[config.mk]
export PLATFORM = sky130hd
export DESIGN_NAME = sand_step_scheduler
export DESIGN_NICKNAME = d
export VERILOG_FILES = /design/src/rtl/sand_ctrl_pkg.sv /design/src/rtl/sand_step_scheduler_arbiter.sv /design/src/rtl/sand_step_scheduler.sv
export SDC_FILE = /design/constraint.sdc
export NUM_CORES = 1
export LEC_CHECK = 0
export CAP_MARGIN = 0
export CORE_ASPECT_RATIO = 1.5
export CORE_MARGIN = 2
export CORE_UTILIZATION = 40
export CTS_CLUSTER_SIZE = 30
export DETAILED_ROUTE_END_ITERATION = 8
export PLACE_DENSITY = 0.65
export SYNTH_ARGS = -nofsm -noshare
export SYNTH_HDL_FRONTEND = slang
export SYNTH_SLANG_ARGS = --single-unit
export TNS_END_PERCENT = 10
[constraint.sdc]
create_clock -name clk -period 7.1 [get_ports clk]
set_clock_uncertainty 0.2 [all_clocks]
set_input_delay 0.71 -clock clk [delete_from_list [all_inputs] [get_ports clk]]
set_output_delay 0.71 -clock clk [all_outputs]
set_load 0.02 [all_outputs]
[src/rtl/sand_ctrl_pkg.sv]
// Shared types and helpers for the sandpile step scheduler and the array bench.
//   sched_state_t : scheduler FSM states
//   COORD_W       : width of a grid coordinate / resolution value
//   sanitize_res  : clamp a requested resolution to the grid, snapped to whole tiles
//   step_budget   : cycles one relaxation step occupies at a given resolution
package sand_ctrl_pkg;

  typedef enum logic [1:0] {IDLE, ISSUE, BUSY, DONE} sched_state_t;

  localparam int COORD_W = 9;

  // Resolution must cover whole inner-engine tiles and never exceed the grid.
  function automatic int sanitize_res(input int cfg,
                                      input int rows       = 32,
                                      input int cols       = 32,
                                      input int cols_small = 4);
    int r;
    r = cfg;
    if (r > rows) r = rows;
    if (r > cols) r = cols;
    r = r - (r % cols_small);
    if (r < cols_small) r = cols_small;
    return r;
  endfunction

  // Three passes over every active tile, plus pipeline fill and a safety margin.
  function automatic int step_budget(input int res,
                                     input int rows_small = 4,
                                     input int cols_small = 4,
                                     input int margin     = 4);
    return 3 * (res / rows_small) * (res / cols_small) + 2 + margin;
  endfunction

endpackage

[src/rtl/sand_step_scheduler_arbiter.sv]
// Round-robin arbiter for grain-drop sources.
//   clk, rst : clock, asynchronous active-high reset
//   req      : one request bit per source
//   advance  : consume the current grant (rotates the pointer if anything was granted)
//   grant    : one-hot grant, combinational from req and the rotating pointer
module rr_arbiter #(
  parameter int N = 3
) (
  input  logic         clk,
  input  logic         rst,
  input  logic [N-1:0] req,
  input  logic         advance,
  output logic [N-1:0] grant
);

  localparam int PW = (N > 1) ? $clog2(N) : 1;

  logic [PW-1:0] ptr;
  int            idx;
  int            win;

  // Scan from the highest offset down so the source closest to ptr is the last
  // (and therefore winning) assignment.
  always_comb begin
    // NOTE: every variable gets a default before the loop; otherwise paths that
    // skip an assignment would infer latches.
    grant = '0;
    idx   = 0;
    win   = 0;
    for (int i = N - 1; i >= 0; i--) begin
      idx = (int'(ptr) + i) % N;
      if (req[idx]) begin
        grant      = '0;
        grant[idx] = 1'b1;
        win        = idx;
      end
    end
  end

  always_ff @(posedge clk or posedge rst) begin
    if (rst) begin
      ptr <= '0;
    end else if (advance && |req) begin
      ptr <= PW'((win + 1) % N);
    end
  end

endmodule

[src/rtl/sand_step_scheduler.sv]
// Step scheduler for the tiled sandpile array.
// Decides when a relaxation step starts (free-run on a vsync divider or single
// step), arbitrates drop requests round-robin, and holds drop/coords/resolution
// stable for the whole step. The array has no busy flag, so each step lasts a
// computed cycle budget.
//   clk, rst       : clock, asynchronous active-high reset
//   vsync_i        : one-cycle pulse per video frame
//   run_i, step_i  : free-run enable / single-step request
//   speed_i        : free-run divides vsync by speed_i+1
//   cfg_res_i      : requested resolution
//   req_valid_i/x/y: drop requests, source i at bits [9i+8:9i]
//   req_ready_o    : one-hot accept, pulses in ISSUE
//   new_frame_o    : step start pulse
//   drop_o/x/y     : drop enable and coordinates, held through the step
//   resolution_o   : sanitised resolution, only updates in IDLE
//   busy_o         : step in flight (ISSUE, BUSY, DONE)
//   step_count_o   : steps issued, wrapping
module sand_step_scheduler
  import sand_ctrl_pkg::*;
#(
  parameter int ROWS       = 32,
  parameter int COLS       = 32,
  parameter int ROWS_SMALL = 4,
  parameter int COLS_SMALL = 4,
  parameter int NREQ       = 3,
  parameter int MARGIN     = 4
) (
  input  logic                    clk,
  input  logic                    rst,
  input  logic                    vsync_i,
  input  logic                    run_i,
  input  logic                    step_i,
  input  logic [3:0]              speed_i,
  input  logic [COORD_W-1:0]      cfg_res_i,
  input  logic [NREQ-1:0]         req_valid_i,
  input  logic [COORD_W*NREQ-1:0] req_x_i,
  input  logic [COORD_W*NREQ-1:0] req_y_i,
  output logic [NREQ-1:0]         req_ready_o,
  output logic                    new_frame_o,
  output logic                    drop_o,
  output logic [COORD_W-1:0]      drop_x_o,
  output logic [COORD_W-1:0]      drop_y_o,
  output logic [COORD_W-1:0]      resolution_o,
  output logic                    busy_o,
  output logic [15:0]             step_count_o
);

  localparam int BUDGET_MAX = 3 * (ROWS / ROWS_SMALL) * (COLS / COLS_SMALL) + 3 + MARGIN;
  localparam int CNT_W      = $clog2(BUDGET_MAX);

  sched_state_t         state;
  logic [3:0]           div;
  logic                 pending;
  logic [CNT_W-1:0]     cnt;

  logic                 trigger;
  logic                 start;
  logic [NREQ-1:0]      grant;
  logic [COORD_W-1:0]   res_now;
  logic [CNT_W-1:0]     busy_load;
  logic [COORD_W-1:0]   win_x;
  logic [COORD_W-1:0]   win_y;
  logic                 win_valid;
  logic                 in_range;

  // The step is launched on the edge that enters ISSUE, so arbitration, the
  // resolution snapshot and the budget are all evaluated in that IDLE cycle and
  // every ISSUE output is a plain register.
  assign start     = (state == IDLE) && pending;
  // >= rather than == so lowering speed_i mid-count cannot strand the divider.
  assign trigger   = run_i ? (vsync_i && (div >= speed_i)) : step_i;
  assign res_now   = COORD_W'(sanitize_res(int'(cfg_res_i), ROWS, COLS, COLS_SMALL));
  // ISSUE and DONE account for two cycles of the budget; BUSY covers the rest.
  assign busy_load = CNT_W'(step_budget(int'(res_now), ROWS_SMALL, COLS_SMALL, MARGIN) - 2);
  assign win_valid = |grant;
  assign in_range  = (win_x < res_now) && (win_y < res_now);

  rr_arbiter #(.N(NREQ)) u_arb (
    .clk     (clk),
    .rst     (rst),
    .req     (req_valid_i),
    .advance (start),
    .grant   (grant)
  );

  always_comb begin
    win_x = '0;
    win_y = '0;
    for (int i = 0; i < NREQ; i++) begin
      if (grant[i]) begin
        win_x = req_x_i[COORD_W*i +: COORD_W];
        win_y = req_y_i[COORD_W*i +: COORD_W];
      end
    end
  end

  // NOTE: all sequential state uses non-blocking assignments so each register
  // sees the pre-edge value of every other register.
  always_ff @(posedge clk or posedge rst) begin
    if (rst) begin
      state        <= IDLE;
      div          <= '0;
      pending      <= 1'b0;
      cnt          <= '0;
      req_ready_o  <= '0;
      new_frame_o  <= 1'b0;
      drop_o       <= 1'b0;
      drop_x_o     <= '0;
      drop_y_o     <= '0;
      resolution_o <= COORD_W'(ROWS);
      busy_o       <= 1'b0;
      step_count_o <= '0;
    end else begin
      new_frame_o <= 1'b0;
      req_ready_o <= '0;

      if (!run_i) begin
        div <= '0;
      end else if (vsync_i) begin
        div <= (div >= speed_i) ? 4'd0 : div + 4'd1;
      end

      // A new trigger wins over the clear so nothing arriving on the launch
      // edge is lost.
      if (trigger) begin
        pending <= 1'b1;
      end else if (start) begin
        pending <= 1'b0;
      end

      case (state)
        IDLE: begin
          resolution_o <= res_now;
          if (pending) begin
            state        <= ISSUE;
            new_frame_o  <= 1'b1;
            busy_o       <= 1'b1;
            req_ready_o  <= grant;
            drop_o       <= win_valid && in_range;
            cnt          <= busy_load;
            step_count_o <= step_count_o + 16'd1;
            if (win_valid) begin
              drop_x_o <= win_x;
              drop_y_o <= win_y;
            end
          end
        end
        ISSUE: begin
          state <= BUSY;
        end
        BUSY: begin
          if (cnt <= CNT_W'(1)) begin
            state <= DONE;
          end else begin
            cnt <= cnt - CNT_W'(1);
          end
        end
        DONE: begin
          drop_o <= 1'b0;
          busy_o <= 1'b0;
          state  <= IDLE;
        end
        default: state <= IDLE;
      endcase
    end
  end

endmodule
==> results.md <==
- Outcome: finished, final reports clean
- Main synth FF type: dfrtp_1
- Max Cap Viol: 0
- Hpwl dp: 12,300 um
- Hold_sp: step_count_o[15]
- Register area share after synthesis: 0.274
- Yosys top cell area share: 0.270
- Routed Antenna Nets: 0
- Reg2reg start: u_arb.ptr[1]
- Met2 WL: 8130 um
- Vias in the first global route: roughly 5.4k
- Post-synthesis cell type count: 76
- Sw Share: 0.469
- Leakage power: around 3.4 nW
- Largest net degree at the start of global routing: 65
- Clock latency on the worst-skew pair: 320 ps
- Antenna diodes: 0
- Met3 wire len: around 800 um
- R2r endpoint: u_arb.ptr[1]
- Cts bufs inserted: 9
- Minimum clock period: 6550 ps
- Max Slew Vio Count: 0
- Top post-synthesis cells by area: dfrtp_1, ha_1, fa_1
- R2R depth: 21
- Core area: around 14,000 um^2
- Worst-path maximum fanout: 10
- Grt ovf: 0
- WL final: 15,500 um
- Worst min-delay path class: flip-flop to flip-flop
- CTS tree: done
- Top routing layer used: met4
- Sequential cell area: 1600 um^2
- Post-CTS Setup Bufs: 0
- Synth Warn #: 0
- FF+latch count, synth: 64
- Die Span X: 103 um
- Global-route usage over all layers: 0.201
- Net Switching: 1.74 mW
- Root Driver: clkbuf_16
- Unrepaired setup endpoints after global routing: false
- Starting Density: 0.406
- Number of hold violations in the final report: 0
- Cell row count: 54
- Wire per inst: 15.3 um
- Clk network pwr share: 0.141
- Non-Filler Instances: 1,010
- Comb pwr share: 0.703
- Final setup vio count: 0
- IO buf count: around 120
- Slew at the pin with the worst max-slew slack: 1110 ps
- Fillers: 1,354
- Sink Count: 64
- Post-synth EDFFs: 0
- Hold-critical path depth: 1
- Die area: around 16,000 um^2
- Syn Std Cell Area: 5840 um^2
- Placed cells: roughly 1,000
- Setup TNS: 0 ps
- CP Data Arrival Time: between 6000 and 7000 ps
- Setup CP Type: input pin to flip-flop
- Rel. slew slack: 0.263
- PwrDens: 483 nW/um^2
- Crit start category: input pin
- Critical Path RT: 7080 ps
- Wire length on met1: between 6000 and 7000 um
- Peak supply drop: between 0.6 and 0.7 mV
- Reg power frac: 0.157
- Crit. End Element: flip-flop
- Gp weighted congestion: 0.879
- Tcrit/Tclk final: 0.923
- DRC: 0
- Initial antenna violation count: 0
- Internal power: 1.97 mW
- Largest area contributor in the netlist: dfrtp_1
- H-tree depth: 3
- Max Freq: 153 MHz
- Synth-to-layout area growth: 31.4%
- Syn Inst Count: a little under 700
- Clock Pin Slew Worst Setup and Hold Paths: 50 ps
- Asr flop ratio synth: 1.00
- Final net count: 958
- Post-Syn Area per Cell: 8.61 um^2
- R2R Setup Slk: 630 ps
- Vias: 5,302
- First-pass GRT wire length: 25,000 um
- Worst Hold Path EP: step_count_o[15]
- Vias per inst: 5.25
- Clock buffer depth: 2
- Share of layout cells above drive strength 1: 0.0823
- Footprint of the multi-input gates: 3990 um^2
- Ports: 124
- Die height: 152 um
- Drt first-iter violations: 120
- Hold-fix buffers, CTS: 0
- First-pass iteration count of the detailed router: 4
[how the worst max path moves through the flow]
stage                              start      endpoint  slack, ps  cells after the start
after floorplan             cfg_res_i[8]        cnt[7]        730                     23
after global placement    req_valid_i[0]  u_arb.ptr[1]        300                     23
after detailed placement  req_valid_i[0]  u_arb.ptr[1]        150                     20
after CTS                 req_valid_i[0]  u_arb.ptr[1]        480                     24
after global routing        u_arb.ptr[1]  u_arb.ptr[1]         80                     25
final                     req_valid_i[0]  u_arb.ptr[1]        550                     20
[flip-flops by register name, indices dropped and copies added (netlist names)]
signal        count
drop_x_o          9
drop_y_o          9
resolution_o      7
div               4
step_count_o     16
u_arb.ptr         2
busy_o            1
pending           1
new_frame_o       1
drop_o            1
cnt               8
state             2
req_ready_o       3
[kinds of logic (layout without fill, tap and decap cells)]
logic type,after synthesis,in the layout,synth area share
multiplexers,26,26,0.0499
XOR/XNOR,39,39,0.0584
other,2,20,0.00129
AO/OA/AOI/OAI,156,156,0.182
flip-flops,64,64,0.274
buffers and inverters,88,205,0.0606
AND/OR/NAND/NOR,230,230,0.197
adder cells (fa/ha/maj),74,74,0.176
[power by group through the flow]
| stage | Clock [mW] | Combinational [mW] | Sequential, mW |
|---|---|---|---|
| 2_1_floorplan | 0 | 1.81 | 0.665 |
| 4_1_cts | 0.532 | 2.62 | 0.582 |
| 3_3_place_gp | 0 | 2.54 | 0.580 |
| 5_1_grt | 0.550 | 2.89 | 0.598 |
| 6_report | 0.521 | 2.60 | 0.581 |
| 3_5_place_dp | 0 | 2.60 | 0.587 |
[metrics by stage]
stage | worst slack (ps) | utilization | total power [mW] | cell area, um^2 | hold slack [ps]
3_5_place_dp | 148 | 0.508 | 3.19 | 7320 | 269
3_3_place_gp | 299 | 0.508 | 3.12 | 7320 | 263
5_1_grt | 78.8 | 0.534 | 4.04 | 7680 | 291
2_1_floorplan | 726 | - | 2.48 | 5910 | 294
6_report | 549 | 0.534 | 3.71 | 7680 | 271
4_1_cts | 479 | 0.533 | 3.73 | 7670 | 280
[Yosys cell counts (3+ instances only)]
cell	number
o211ai_1	4
nand2_1	67
o31a_1	3
o21ai_1	4
mux2_2	17
mux2i_1	7
clkbuf_1	18
a21oi_1	30
nand2b_1	12
nand4_1	4
nor4_1	4
xor2_1	10
a21o_1	5
ha_1	60
a31oi_1	15
o21a_1	10
xnor2_1	29
o22ai_1	4
or3_1	6
buf_2	4
a211oi_1	4
and3_1	4
dfrtp_1	63
fa_1	14
buf_4	3
inv_1	58
o31ai_1	4
nor2b_1	16
nor3_1	9
o21bai_1	7
nand3_1	37
nor2_1	51
o21ai_0	41
[final cells by class]
type | count | area share
multi-input cells | 545 | 0.520
flip-flops and latches | 64 | 0.209
well taps | 196 | 0.0319
inverters | 61 | 0.0298
clock inverters | 6 | 0.0150
clock buffers | 10 | 0.0311
repair buffers | 128 | 0.164
[layer usage]
metal,up-vias,track usage
li1,2614,-
met1,2540,0.215
met2,125,0.378
met3,23,0.0382
met4,0,0.0698
met5,-,0
[placed cells by master (no fill, tap or decap), drive strengths merged, types with 20 or more instances in the layout]
cell type	Yosys	routed
clkdlybuf4s50	0	119
nand3	37	37
inv	60	61
conb	2	20
nor2	51	51
o21ai	45	45
xnor2	29	29
a21oi	30	30
nand2	67	67
dfrtp	63	63
ha	60	60
[critical path: stages]
cell             delay [ps]
clkdlybuf4s50_1         690
nor2b_1                 250
nor3_1                  100
o311ai_4                430
inv_2                   130
ha_1                    400
nand3b_1                200
nor4_2                  400
nor4b_4                 130
nor4_1                  380
nor3_1                   90
ha_1                    260
or3_1                   410
a21oi_1                 260
ha_1                    300
or4b_2                  630
o31a_1                  130
a221oi_2                340
mux2i_1                 230
o21ai_1                  70
[timing repair]
| action | CTS | global route |
|---|---|---|
| endpoints found under the hold margin | 0 | 0 |
| endpoints found under the setup margin | 0 | 1 |
| gates resized for setup | 0 | 1 |
No activity file was read; power rests on OpenSTA's default activity.
